===== src/rtl/traffic_pkg.sv =====
// traffic_pkg: shared lamp encodings, monitor state and fault cause types,
// plus small helpers that classify lamp codes and legal transitions.
package traffic_pkg;

    typedef logic [2:0] lamp_t;

    localparam lamp_t RED = 3'b100;
    localparam lamp_t YEL = 3'b010;
    localparam lamp_t GRN = 3'b001;
    localparam lamp_t OFF = 3'b000;

    typedef enum logic [1:0] {
        INIT,
        RUN,
        FAULT
    } mon_state_t;

    // Numeric value doubles as priority: lower code wins when several fire.
    typedef enum logic [2:0] {
        NONE         = 3'd0,
        ILLEGAL_CODE = 3'd1,
        CONFLICT     = 3'd2,
        BAD_SEQ      = 3'd3,
        SHORT_YEL    = 3'd4
    } fault_code_t;

    // True for the three one-hot codes a controller may legally emit.
    function automatic logic is_legal(input lamp_t l);
        return (l == RED) || (l == YEL) || (l == GRN);
    endfunction

    // True when the direction is letting traffic move (yellow or green).
    function automatic logic is_go(input lamp_t l);
        return (l == YEL) || (l == GRN);
    endfunction

    // A direction may hold its code or advance R->G, G->Y, Y->R only.
    function automatic logic seq_ok(input lamp_t prev, input lamp_t cur);
        return (cur == prev) ||
               ((prev == RED) && (cur == GRN)) ||
               ((prev == GRN) && (cur == YEL)) ||
               ((prev == YEL) && (cur == RED));
    endfunction

endpackage


===== src/rtl/traffic_tick_gen.sv =====
// traffic_tick_gen: free-running divider producing a one-clock tick pulse
// every TICK_DIV clocks. Only reset restarts it.
module traffic_tick_gen #(
    parameter int TICK_DIV = 100_000_000
) (
    input  logic clk,
    input  logic reset,
    output logic tick
);

    localparam int CW = (TICK_DIV > 1) ? $clog2(TICK_DIV) : 1;
    localparam logic [CW-1:0] LAST = CW'(TICK_DIV - 1);

    logic [CW-1:0] cnt_q;

    // Count 0..TICK_DIV-1 and wrap; the tick marks the last count.
    always_ff @(posedge clk) begin
        if (!reset) begin
            cnt_q <= '0;
        end else if (cnt_q == LAST) begin
            cnt_q <= '0;
        end else begin
            cnt_q <= cnt_q + 1'b1;
        end
    end

    assign tick = (cnt_q == LAST);

endmodule


===== src/rtl/traffic_lamp_monitor.sv =====
// traffic_lamp_monitor: safety stage between the signal controller and the
// physical lamps. Passes the controller outputs through while they are sane,
// and latches a flashing-red fault on illegal codes, crossing conflicts,
// illegal sequencing or a short yellow until an operator clears it.
// Build macro FAULT_COUNT_EN adds a saturating fault_count output.
module traffic_lamp_monitor
    import traffic_pkg::*;
#(
    parameter int TICK_DIV    = 100_000_000,
    parameter int MIN_YELLOW  = 3,
    parameter int INIT_TICKS  = 2,
    parameter int BLINK_TICKS = 1
) (
    input  logic       clk,
    input  logic       reset,
    input  logic [2:0] north_dir,
    input  logic [2:0] south_dir,
    input  logic [2:0] east_dir,
    input  logic [2:0] west_dir,
    input  logic       fault_clr,
    output logic [2:0] north_lamp,
    output logic [2:0] south_lamp,
    output logic [2:0] east_lamp,
    output logic [2:0] west_lamp,
    output logic       fault,
    output logic [2:0] fault_code
`ifdef FAULT_COUNT_EN
    ,
    output logic [7:0] fault_count
`endif
);

    localparam int DW = (MIN_YELLOW > 0) ? $clog2(MIN_YELLOW + 1) : 1;
    localparam int AW = (INIT_TICKS > 1) ? $clog2(INIT_TICKS + 1) : 1;
    localparam int BW = (BLINK_TICKS > 1) ? $clog2(BLINK_TICKS + 1) : 1;

    localparam logic [DW-1:0] MIN_YEL_C  = DW'(MIN_YELLOW);
    localparam logic [AW-1:0] INIT_LAST  = AW'(INIT_TICKS - 1);
    localparam logic [BW-1:0] BLINK_LAST = BW'(BLINK_TICKS - 1);

    // Direction index order: 0 north, 1 south, 2 east, 3 west.
    lamp_t           dir_in  [4];
    lamp_t           lamp_q  [4];
    lamp_t           prev_q  [4];
    logic [DW-1:0]   dwell_q [4];

    mon_state_t      state;
    fault_code_t     code_q;
    fault_code_t     code_d;
    logic [AW-1:0]   allred_q;
    logic [BW-1:0]   blink_q;
    logic            blink_on;
    logic            all_red;
    logic            tick;

    logic            any_illegal;
    logic            any_bad_seq;
    logic            any_short;
    logic            ns_go;
    logic            ew_go;

`ifdef FAULT_COUNT_EN
    logic [7:0]      count_q;
    assign fault_count = count_q;
`endif

    assign dir_in[0] = north_dir;
    assign dir_in[1] = south_dir;
    assign dir_in[2] = east_dir;
    assign dir_in[3] = west_dir;

    assign north_lamp = lamp_q[0];
    assign south_lamp = lamp_q[1];
    assign east_lamp  = lamp_q[2];
    assign west_lamp  = lamp_q[3];
    assign fault_code = code_q;

    assign all_red = (dir_in[0] == RED) && (dir_in[1] == RED) &&
                     (dir_in[2] == RED) && (dir_in[3] == RED);

    traffic_tick_gen #(
        .TICK_DIV (TICK_DIV)
    ) u_tick (
        .clk   (clk),
        .reset (reset),
        .tick  (tick)
    );

    // Evaluate every safety check on the current inputs and pick the
    // lowest-numbered cause so the latched code is deterministic.
    always_comb begin
        any_illegal = 1'b0;
        any_bad_seq = 1'b0;
        any_short   = 1'b0;
        for (int i = 0; i < 4; i++) begin
            if (!is_legal(dir_in[i])) any_illegal = 1'b1;
            if (!seq_ok(prev_q[i], dir_in[i])) any_bad_seq = 1'b1;
            if ((prev_q[i] == YEL) && (dir_in[i] == RED) && (dwell_q[i] < MIN_YEL_C))
                any_short = 1'b1;
        end
        ns_go = is_go(dir_in[0]) || is_go(dir_in[1]);
        ew_go = is_go(dir_in[2]) || is_go(dir_in[3]);

        if (any_illegal)          code_d = ILLEGAL_CODE;
        else if (ns_go && ew_go)  code_d = CONFLICT;
        else if (any_bad_seq)     code_d = BAD_SEQ;
        else if (any_short)       code_d = SHORT_YEL;
        else                      code_d = NONE;
    end

    // Monitor FSM: all-red qualification, pass-through with checking, and
    // latched flashing-red fault. Lamps are forced on the same edge that
    // detects a fault so an unsafe pattern never reaches the outputs.
    always_ff @(posedge clk) begin
        if (!reset) begin
            state    <= INIT;
            code_q   <= NONE;
            fault    <= 1'b0;
            allred_q <= '0;
            blink_q  <= '0;
            blink_on <= 1'b1;
            for (int i = 0; i < 4; i++) begin
                lamp_q[i]  <= RED;
                prev_q[i]  <= RED;
                dwell_q[i] <= '0;
            end
`ifdef FAULT_COUNT_EN
            count_q <= '0;
`endif
        end else begin
            case (state)
                INIT: begin
                    for (int i = 0; i < 4; i++) lamp_q[i] <= RED;
                    if (!all_red) begin
                        allred_q <= '0;
                    end else if (tick) begin
                        if (allred_q == INIT_LAST) begin
                            state    <= RUN;
                            allred_q <= '0;
                            for (int i = 0; i < 4; i++) begin
                                prev_q[i]  <= RED;
                                dwell_q[i] <= '0;
                            end
                        end else begin
                            allred_q <= allred_q + 1'b1;
                        end
                    end
                end

                RUN: begin
                    if (code_d != NONE) begin
                        state    <= FAULT;
                        fault    <= 1'b1;
                        code_q   <= code_d;
                        blink_q  <= '0;
                        blink_on <= 1'b1;
                        for (int i = 0; i < 4; i++) lamp_q[i] <= RED;
`ifdef FAULT_COUNT_EN
                        if (count_q != 8'hFF) count_q <= count_q + 1'b1;
`endif
                    end else begin
                        for (int i = 0; i < 4; i++) begin
                            lamp_q[i] <= dir_in[i];
                            prev_q[i] <= dir_in[i];
                            // Yellow dwell counts ticks while the input is yellow.
                            if (dir_in[i] == YEL) begin
                                if (tick && (dwell_q[i] != MIN_YEL_C))
                                    dwell_q[i] <= dwell_q[i] + 1'b1;
                            end else begin
                                dwell_q[i] <= '0;
                            end
                        end
                    end
                end

                FAULT: begin
                    if (fault_clr && all_red) begin
                        state    <= INIT;
                        fault    <= 1'b0;
                        code_q   <= NONE;
                        allred_q <= '0;
                        for (int i = 0; i < 4; i++) lamp_q[i] <= RED;
                    end else if (tick) begin
                        if (blink_q == BLINK_LAST) begin
                            blink_q  <= '0;
                            blink_on <= !blink_on;
                            for (int i = 0; i < 4; i++) lamp_q[i] <= blink_on ? OFF : RED;
                        end else begin
                            blink_q <= blink_q + 1'b1;
                        end
                    end
                end

                default: begin
                    state <= INIT;
                end
            endcase
        end
    end

endmodule


===== config.mk =====
export PLATFORM = sky130hd
export DESIGN_NAME = traffic_lamp_monitor
export DESIGN_NICKNAME = d
export VERILOG_FILES = /design/src/rtl/traffic_pkg.sv /design/src/rtl/traffic_tick_gen.sv /design/src/rtl/traffic_lamp_monitor.sv
export SDC_FILE = /design/constraint.sdc
export NUM_CORES = 1
export LEC_CHECK = 0
export ABC_AREA = 1
export BUFFER_PORTS_ARGS = -buffer_cell sky130_fd_sc_hd__buf_4
export CAP_MARGIN = 10
export CORE_UTILIZATION = 40
export DETAILED_ROUTE_END_ITERATION = 6
export GPL_TIMING_DRIVEN = 0
export PLACE_DENSITY = 0.66
export REMOVE_ABC_BUFFERS = 1
export SLEW_MARGIN = 40
export SYNTH_ARGS = -nofsm -noshare
export SYNTH_HDL_FRONTEND = slang
export SYNTH_SLANG_ARGS = --single-unit

===== constraint.sdc =====
create_clock -name clk -period 3.4 [get_ports clk]
set_input_delay 0.68 -clock clk [delete_from_list [all_inputs] [get_ports clk]]
set_output_delay 0.68 -clock clk [all_outputs]
set_load 0.01 [all_outputs]

==> impl_metrics.toml, run 1 <==
[routing]
first_iter_violations = 143
ant_nets = 0
wl_per_cell_um = 12.17
dr.pass1.iters = 4
via_per_inst = 4.881
wl_um = 8705
via_count = 3490
drc = 0

[layout]
multi_input_area_sq_um = 1941
area_growth_pct = 14.76
diodes = 0
drive_gt1_share_pct = 12.63
seq_area_sq_um = 1602
postLayoutCoreUtil_pct = 47.86
nets = 601
n_fill_cell = 948

[synth]
synth.yosys.seq_area_share_pct = 41.17
synth_simple_gate_area_share_pct = 38.95
yosys_warnings = 0
yosys.cell_types.count = 35
synth_fa_ha_area_share_pct = 1.608
synthMuxAreaShare_pct = 0
syn-cell-area_sq_um = 3890
synthCells = 546
synth-seq-cells = 68
synth_top_family_by_area = "simple AND/OR/NAND/NOR gates"
synth_xor_area_share_pct = 4.053
synth.avg_cell_area_sq_um = 7.125
synth_compound_area_share_pct = 5.050

[clock_tree]
cts.hold.buffers_added = 0
cts-root-buf = "clkbuf_8"
cts_resized = 0
clock_latency_ns = 0.35
cts_tree = "built"
numCtsBuffers = 9
clock_sinks = 68
post_cts_buffers = 0
clk_pin_slew_ns = 0.07
htreeDepth = 3
cts_buffer_depth = 2

[worst_setup_path]
crit_end = "prev_q[1][1]"
crit_start = "east_dir[0]"
reg2reg_to = "prev_q[1][1]"
crit_fanout = 15
path_class = "in -> reg"
r2r_cells = 11
crit_chain = "buf_4 -> nor3_2 -> nand2_1 -> nand2_1 -> nand2_1 -> nand3_1 -> nand2_1 -> nor2_4 -> nand4_1 -> nand2_1"
ff2ff_setup_slack_ns = 0.81
start_kind = "primary input"
slowest_stage = "nand4_1"
cp.arrival_ns = 2.64
path_common_cell = "nand2_1"
cp.required_ns = 3.44
rr_startpoint = "u_tick.cnt_q[0]"
end_kind = "register"
critical_path.max_stage_delay_ns = 0.57

[global_routing]
grt_overflow_total = 0
grt_first_pass_wirelength_um = 14760
grt_pass1_vias = 3334
grt_max_degree = 28
antenna_found_initial = 0
grt_use_total_pct = 18.67

[timing]
grt_setup_unrepaired = "no"
setup_viol_count_final = 0
hold_viol = 0
timing.setup.tns_ns = 0
maxSlewViolCount = 0
fin_crit_sh_pct = 76.32
worst_pin_slew_ns = 0.7095
finalCriticalPeriod_ns = 2.595
relSlewSlack_pct = 52.56
skew_ns = 0.006162
max_freq_ghz = 0.3854

[power_and_ir_drop]
swShare_pct = 24.25
power_leakage_nw = 1.920
p_seq_share_pct = 50.6
p_int_mw = 1.304
irDropWorstVdd_uv = 226.3
p_comb_share_pct = 8.6
p_per_area_nw_per_um2 = 385.7
p_clk_share_pct = 40.8
power_switching_mw = 0.4176

[min_path]
hp-class = "reg -> reg"

[placement]
portBuffers = 30
hpwlAfterDp_um = 6667
gp_congestion = 0.8411

[floorplan]
fp.dieArea_sq_um = 10120
die_height_um = 100.6
core_area_sq_um = 9328
ioPinCount = 31
fp.dieW_um = 100.6
initial_core_util_pct = 41.70
rows = 35

[flow_run]
cap_violations = 0

[outcome]
status = "complete, no violations"
[how the worst min path moves through the flow]
stage / from / to / cells after the start / slack [ns]
after floorplan: allred_q[1] / allred_q[1] / 2 / 0.41
after global placement: allred_q[1] / allred_q[1] / 2 / 0.42
after detailed placement: allred_q[1] / allred_q[1] / 2 / 0.43
after CTS: allred_q[1] / allred_q[1] / 2 / 0.44
after global routing: u_tick.cnt_q[0] / u_tick.cnt_q[0] / 1 / 0.47
final: allred_q[1] / allred_q[1] / 2 / 0.44
[flip-flops by register name, indices dropped and copies added, names as in the netlist]
signal / cells
allred_q: 2
blink_on: 1
dwell_q: 8
fault: 1
fault_code: 3
lamp_q: 12
prev_q: 12
state: 2
u_tick.cnt_q: 27
[metrics by stage]
stage / total power, mW / cells / area (sq um) / setup WS (ns) / hold WS (ns)
5_1_grt: 1.793 / 715 / 4464 / 0.4730 / 0.4740
4_1_cts: 1.739 / 715 / 4464 / 0.8028 / 0.4413
2_1_floorplan: 0.9798 / 540 / 3852 / 1.106 / 0.4090
3_3_place_gp: 1.033 / 699 / 4239 / 0.4926 / 0.4232
6_report: 1.722 / 715 / 4464 / 0.8051 / 0.4404
3_5_place_dp: 1.038 / 699 / 4248 / 0.4513 / 0.4291
[synthesized netlist by cell type, drive strengths merged]
cell type  count  area [sq um]
a21oi         23         115.1
buf            5         33.77
clkbuf         1         3.750
clkinv         1         3.750
dfxtp         44         880.8
edfxtp        24         720.7
ha             5         62.56
inv           84         315.3
nand2        117         439.2
nand3         60         345.3
nand4         17         112.6
nor2          99         412.9
nor3          23         130.1
nor3b          3         22.52
nor4           3         18.77
nor4b          1         8.760
o21ai         11         55.05
o22ai          2         18.77
o31ai          1         7.510
or2            3         18.77
or3            1         6.260
xnor2         10         87.58
xor2           8         70.07
[routing by layer]
metal / GRT usage [%] / wire length (um)
met1: 21.82 / 4010
met2: 33.77 / 4268
met3: 3.814 / 277
met4: 6.577 / 148
met5: 0 / 0
[worst max-delay path, delay by kind of cell]
kind,cells,cell delay [ns]
buffers and inverters,1,0.14
AND/OR/NAND/NOR,9,1.81
[layout make-up]
cell class              instances  share of cell area (%)
clock buffers                  14                   4.596
multi-input cells             387                   43.47
inverters                      85                   7.147
repair buffers                 30                   5.045
flip-flops and latches         68                   35.87
well taps                     129                   3.615
clock inverters                 2                  0.2522
[cells in the final DEF, fill, tap and decap left out, drive strengths merged, types with 5 or more instances in the layout]
cell / synthesis / routed
clkbuf: 1 / 14
edfxtp: 24 / 24
nor2: 99 / 99
o21ai: 11 / 11
xor2: 8 / 8
nand2: 117 / 117
ha: 5 / 5
nand3: 60 / 60
buf: 5 / 30
nor3: 23 / 23
nand4: 17 / 17
xnor2: 10 / 10
dfxtp: 44 / 44
a21oi: 23 / 23
inv: 84 / 85
[power groups by stage]
stage          Combinational [mW]  Clock, mW  Sequential [mW]
3_3_place_gp                0.144          0            0.889
5_1_grt                     0.169      0.751            0.873
6_report                    0.148      0.702            0.871
2_1_floorplan              0.0906          0            0.889
4_1_cts                     0.149      0.718            0.871
3_5_place_dp                0.148          0            0.890
[logic make-up after synthesis]
group / after synthesis
buf+inv: 91
simple gates: 327
compound gates: 37
flops: 68
xor+xnor: 18
fa+ha+maj: 5
Power figures use the tool's default switching activity.
==> inputs of run 2 (changes only) <==
==> constraint.sdc (replaced) <==
create_clock -name clk -period 2.6 [get_ports clk]
set_input_delay 0.52 -clock clk [delete_from_list [all_inputs] [get_ports clk]]
set_output_delay 0.52 -clock clk [all_outputs]
set_load 0.01 [all_outputs]
==> impl_metrics.toml, run 2 (synthesis gave the netlist of run 1 again) <==
[worst_setup_path]
reg2reg_to = "lamp_q[2][2]"
slowest_stage = "nor4b_2"
crit_chain = "ha_1 -> nand3_1 -> nor3_1 -> inv_1 -> nor2_1 -> nand3_2 -> nor4b_2 -> o21ai_1"
start_kind = "register"
path_class = "reg -> reg"
crit_fanout = 5
crit_start = "u_tick.cnt_q[0]"
cp.arrival_ns = 2.42
cp.required_ns = 2.68
ff2ff_setup_slack_ns = 0.26
end_kind = "register"
critical_path.max_stage_delay_ns = 0.61
r2r_cells = 8
rr_startpoint = "u_tick.cnt_q[0]"

[timing]
grt_setup_unrepaired = "no"
fin_ws_ns = 0.2595
fin_crit_sh_pct = 90.02
maxSlewViolCount = 0
skew_ns = 0.006255
worst_pin_slew_ns = 0.6612
setup_viol_count_final = 0
max_freq_ghz = 0.4273
hold_viol = 0
timing.setup.tns_ns = 0
relSlewSlack_pct = 55.80
finalCriticalPeriod_ns = 2.340

[layout]
stdcell_count = 723
largest_reg_flops = 27
postLayoutCoreUtil_pct = 48.61
final_cell_mix = "116 x nand2_1, 90 x nor2_1, 77 x inv_1, 54 x nand3_1, 44 x dfxtp_1"
layout_commonest_cell = "nand2_1"
diodes = 0
area_growth_pct = 16.56
largestRegisters = "u_tick.cnt_q: 27 flops, lamp_q: 12 flops, prev_q: 12 flops"
nets = 609
largest-register = "u_tick.cnt_q"
drive_gt1_share_pct = 14.31

[floorplan]
core_area_sq_um = 9328
ioPinCount = 31
rows = 35
die_height_um = 100.6
initial_core_util_pct = 41.70
fp.dieW_um = 100.6
fp.dieArea_sq_um = 10120

[routing]
via_count = 3516
via_per_inst = 4.863
drc = 0
wl_per_cell_um = 12.13
first_iter_violations = 148
ant_nets = 0
dr.pass1.iters = 4
wl_um = 8769

[placement]
place_inst = 699
portBuffers = 30
gp_congestion = 0.8411
hpwlAfterDp_um = 6667
pre_cts_ws_ns = -0.1887

[min_path]
hp-class = "reg -> reg"
hold_depth = 2
hp-start = "allred_q[1]"
whs_endpoint = "allred_q[1]"

[global_routing]
antenna_found_initial = 0
grt_overflow_total = 0
grt_max_degree = 28
grt_first_pass_wirelength_um = 14760
grt_pass1_vias = 3334
grt_use_total_pct = 18.67

[clock_tree]
htreeDepth = 3
cts_tree = "built"
cts_buffer_depth = 2
clock_sinks = 68
numCtsBuffers = 9
clock_latency_ns = 0.35
cts-root-buf = "clkbuf_8"
clk_pin_slew_ns = 0.07

[outcome]
status = "complete, no violations"

[power_and_ir_drop]
power_leakage_nw = 1.951
p_per_area_nw_per_um2 = 496.2
p_total_mw = 2.250
irDropWorstVdd_uv = 294.4

[flow_run]
cap_violations = 0
## run 2: cell types whose count changed in the layout (fill, tap and decap cells not counted)
cell    change
buf_4       +8
nor2_1      -2
inv_1       -1
inv_2       +1
nor2_2      +1
nor2_4      +1
## run 2: stage by stage
| step | instance area [sq um] | hold slack, ns |
|---|---|---|
| 3_3_place_gp | 4239 | 0.4232 |
| 2_1_floorplan | 3852 | 0.4090 |
| 3_5_place_dp | 4248 | 0.4291 |
| 6_report | 4534 | 0.4391 |
| 5_1_grt | 4534 | 0.4672 |
| 4_1_cts | 4464 | 0.4413 |
## run 2: where the power goes
group	total (mW)	switching, mW	internal, mW	leakage, nW
combinational	0.195	0.127	0.0686	1.25
sequential	1.14	0.0167	1.12	0.592
clock	0.915	0.401	0.514	0.113
total	2.25	0.544	1.71	1.95
## run 2: critical path: cells and delay by family (launching register included)
| family | cells | cell delay (ns) |
|---|---|---|
| adders and majority gates | 1 | 0.19 |
| buffers and inverters | 1 | 0.10 |
| AOI/OAI and AO/OA | 1 | 0.15 |
| DFF | 1 | 0.36 |
| and+or+nand+nor | 5 | 1.26 |
## run 2: repair_timing
action,4_1_cts,5_1_grt
hold buffers,0,0
setup endpoints to repair,0,16
resized for setup,0,4
hold endpoints to repair,0,0
setup buffers,0,8
## run 2: area by class of cell
type | instances | area, sq um
multi-input cells | 387 | 1951
clock buffers | 14 | 205.2
clock inverters | 2 | 11.26
repair buffers | 38 | 285.3
flip-flops and latches | 68 | 1602
fillers | 945 | 4793
inverters | 85 | 319.1
well taps | 129 | 161.4
## run 2: layer usage
metal  wire, um  part of all wire, %  global-route usage (%)
met3        311                  3.5                   3.814
met1       3969                   45                   21.82
met4        123                  1.4                   6.577
met5          0                    0                       0
met2       4364                   50                   33.77
## run 2: worst max-delay path by stage
stage	to	slack, ns
finish	lamp_q[2][2]	0.26
global route	prev_q[3][0]	0.03
CTS	prev_q[1][0]	0.003
detailed placement	prev_q[3][1]	-0.19
global placement	lamp_q[2][2]	-0.18
floorplan	prev_q[0][0]	0.47
==> inputs of run 3 (changes only) <==
--- a/config.mk
+++ b/config.mk
@@ -6,12 +6,13 @@
 export NUM_CORES = 1
 export LEC_CHECK = 0
 export ABC_AREA = 1
-export BUFFER_PORTS_ARGS = -buffer_cell sky130_fd_sc_hd__buf_4
 export CAP_MARGIN = 10
+export CORE_MARGIN = 3
 export CORE_UTILIZATION = 40
 export DETAILED_ROUTE_END_ITERATION = 6
+export DONT_BUFFER_PORTS = 1
 export GPL_TIMING_DRIVEN = 0
-export PLACE_DENSITY = 0.66
+export PLACE_DENSITY = 0.63
 export REMOVE_ABC_BUFFERS = 1
 export SLEW_MARGIN = 40
 export SYNTH_ARGS = -nofsm -noshare
==> impl_metrics.toml, run 3 (synthesis gave the netlist of run 1 again) <==
[outcome]
status = "complete, no violations"

[worst_setup_path]
slowest_stage = "nor4b_2"
crit_fanout = 6
crit_chain = "nand4_1 -> nor4_1 -> nand3_4 -> nor4b_2 -> o21ai_1"
critPathTopFamily = "simple AND/OR/NAND/NOR gates"
cp.required_ns = 2.68
start_kind = "register"
r2r_cells = 5
end_kind = "register"
reg2reg_to = "lamp_q[2][2]"
rr_startpoint = "u_tick.cnt_q[18]"
critical_path.max_stage_delay_ns = 0.68
cp.arrival_ns = 2.41
ff2ff_setup_slack_ns = 0.27
path_class = "reg -> reg"
cp_num_buf_inv = 0

[power_and_ir_drop]
swShare_pct = 24.26
irDropWorstVdd_uv = 339.5
p_seq_share_pct = 53.8
power_leakage_nw = 1.776
p_comb_share_pct = 7.1
p_int_mw = 1.610
p_clk_share_pct = 39.1
p_per_area_nw_per_um2 = 498.1
power_switching_mw = 0.5157

[timing]
worst_pin_slew_ns = 0.7399
relSlewSlack_pct = 50.55
setup_viol_count_final = 0
fin_crit_sh_pct = 89.60
finalCriticalPeriod_ns = 2.330
grt_setup_unrepaired = "no"
maxSlewViolCount = 0
max_freq_ghz = 0.4293
skew_ns = 0.008498
hold_viol = 0

[routing]
ant_nets = 0
met2_length_um = 4362
via_count = 3498
top_layer = "met4"
wl_met1_um = 3737
route.met3.wl_um = 534
dr.pass1.iters = 5
wl_per_cell_um = 12.79
drc = 0
wl_um = 8827
first_iter_violations = 178
via_per_inst = 5.070

[floorplan]
ioPinCount = 31
die_height_um = 104.6
initial_core_util_pct = 41.70
fp.dieArea_sq_um = 10940
fp.dieW_um = 104.6
rows = 35
core_area_sq_um = 9328

[placement]
hpwlAfterDp_um = 6782
place_inst = 669
portBuffers = 0
gp_congestion = 0.9336

[layout]
area_growth_pct = 9.714
final_cell_mix = "116 x nand2_1, 89 x nor2_1, 78 x inv_1, 54 x nand3_1, 44 x dfxtp_1"
largest-register = "u_tick.cnt_q"
postLayoutCoreUtil_pct = 45.75
diodes = 0
largestRegisters = "u_tick.cnt_q: 27 flops, lamp_q: 12 flops, prev_q: 12 flops"
largest_reg_flops = 27
nets = 576
drive_gt1_share_pct = 9.269
layout_commonest_cell = "nand2_1"
stdcell_count = 690

[clock_tree]
htreeDepth = 3
clk_pin_slew_ns = 0.07
clock_latency_ns = 0.35
cts-root-buf = "clkbuf_8"
numCtsBuffers = 9
cts_tree = "built"
cts.hold.buffers_added = 0
clock_sinks = 68
cts_buffer_depth = 2

[global_routing]
antenna_found_initial = 0
grt_first_pass_wirelength_um = 15240
grt_pass1_vias = 3364
grt_overflow_total = 0
grt_use_total_pct = 16.83
grt_max_degree = 28

[min_path]
hp-class = "in -> reg"
hold_depth = 1
whs_endpoint = "blink_on"
hp-start = "reset"

[flow_run]
cap_violations = 0
[run 3: changes by cell type in the layout (fill, tap and decap cells not counted), sizes merged]
cell	before	now
bufinv	0	1
buf	38	5
clkinv	2	4
clkbuf	14	11
[run 3: worst max-delay path by stage]
stage                      from      endpoint  cells after the start
2_1_floorplan       east_dir[1]  prev_q[0][0]                      8
6_report       u_tick.cnt_q[18]  lamp_q[2][2]                      5
3_5_place_dp        east_dir[1]  prev_q[3][0]                     10
5_1_grt         u_tick.cnt_q[0]  prev_q[1][1]                     11
3_3_place_gp    u_tick.cnt_q[0]  lamp_q[2][2]                      8
4_1_cts         u_tick.cnt_q[0]  prev_q[3][1]                     11
[run 3: layer usage]
metal	GRT usage, %	up-vias
met2	28.78	93
met5	0	-
met3	4.324	20
met4	7.779	0
met1	19.75	1596
li1	-	1789
[run 3: metrics by stage]
step	TNS (ns)	area, sq um	total power, mW	hold slack [ns]	setup slack (ns)
after floorplan	0	3852	1.281	0.4090	0.4659
after global placement	-1.099	4014	1.311	0.4238	-0.2012
after detailed placement	-1.026	4023	1.317	0.4268	-0.1212
after CTS	0	4208	2.150	0.2544	0.03367
after global routing	0	4268	2.233	0.2767	0.06419
final	0	4268	2.126	0.2702	0.2705
[run 3: worst register-to-register path, delay by kind of cell, from the launching register on]
kind | cells | cell delay [ns]
and+or+nand+nor | 4 | 1.50
DFF | 1 | 0.43
AOI/OAI and AO/OA | 1 | 0.13
[run 3: timing repair]
action | 4_1_cts | 5_1_grt
setup endpoints to repair | 15 | 22
setup buffers | 0 | 5
resized for setup | 1 | 5
cloned | 0 | 0
hold endpoints to repair | 0 | 0
[run 3: area by class of cell]
type / instances / area (sq um)
Inverter: 85 / 319.1
Multi-Input combinational cell: 387 / 1966
Clock buffer: 11 / 131.4
Clock inverter: 5 / 51.30
Sequential cell: 68 / 1602
Fill cell: 941 / 5060
Tap cell: 129 / 161.4
Timing Repair Buffer: 5 / 37.54
[run 3: power by group through the flow]
stage          sequential, mW  clock, mW  combinational (mW)
2_1_floorplan            1.16          0               0.119
3_3_place_gp             1.17          0               0.144
3_5_place_dp             1.17          0               0.149
4_1_cts                  1.14      0.857               0.150
5_1_grt                  1.15      0.913               0.175
6_report                 1.14      0.832               0.151
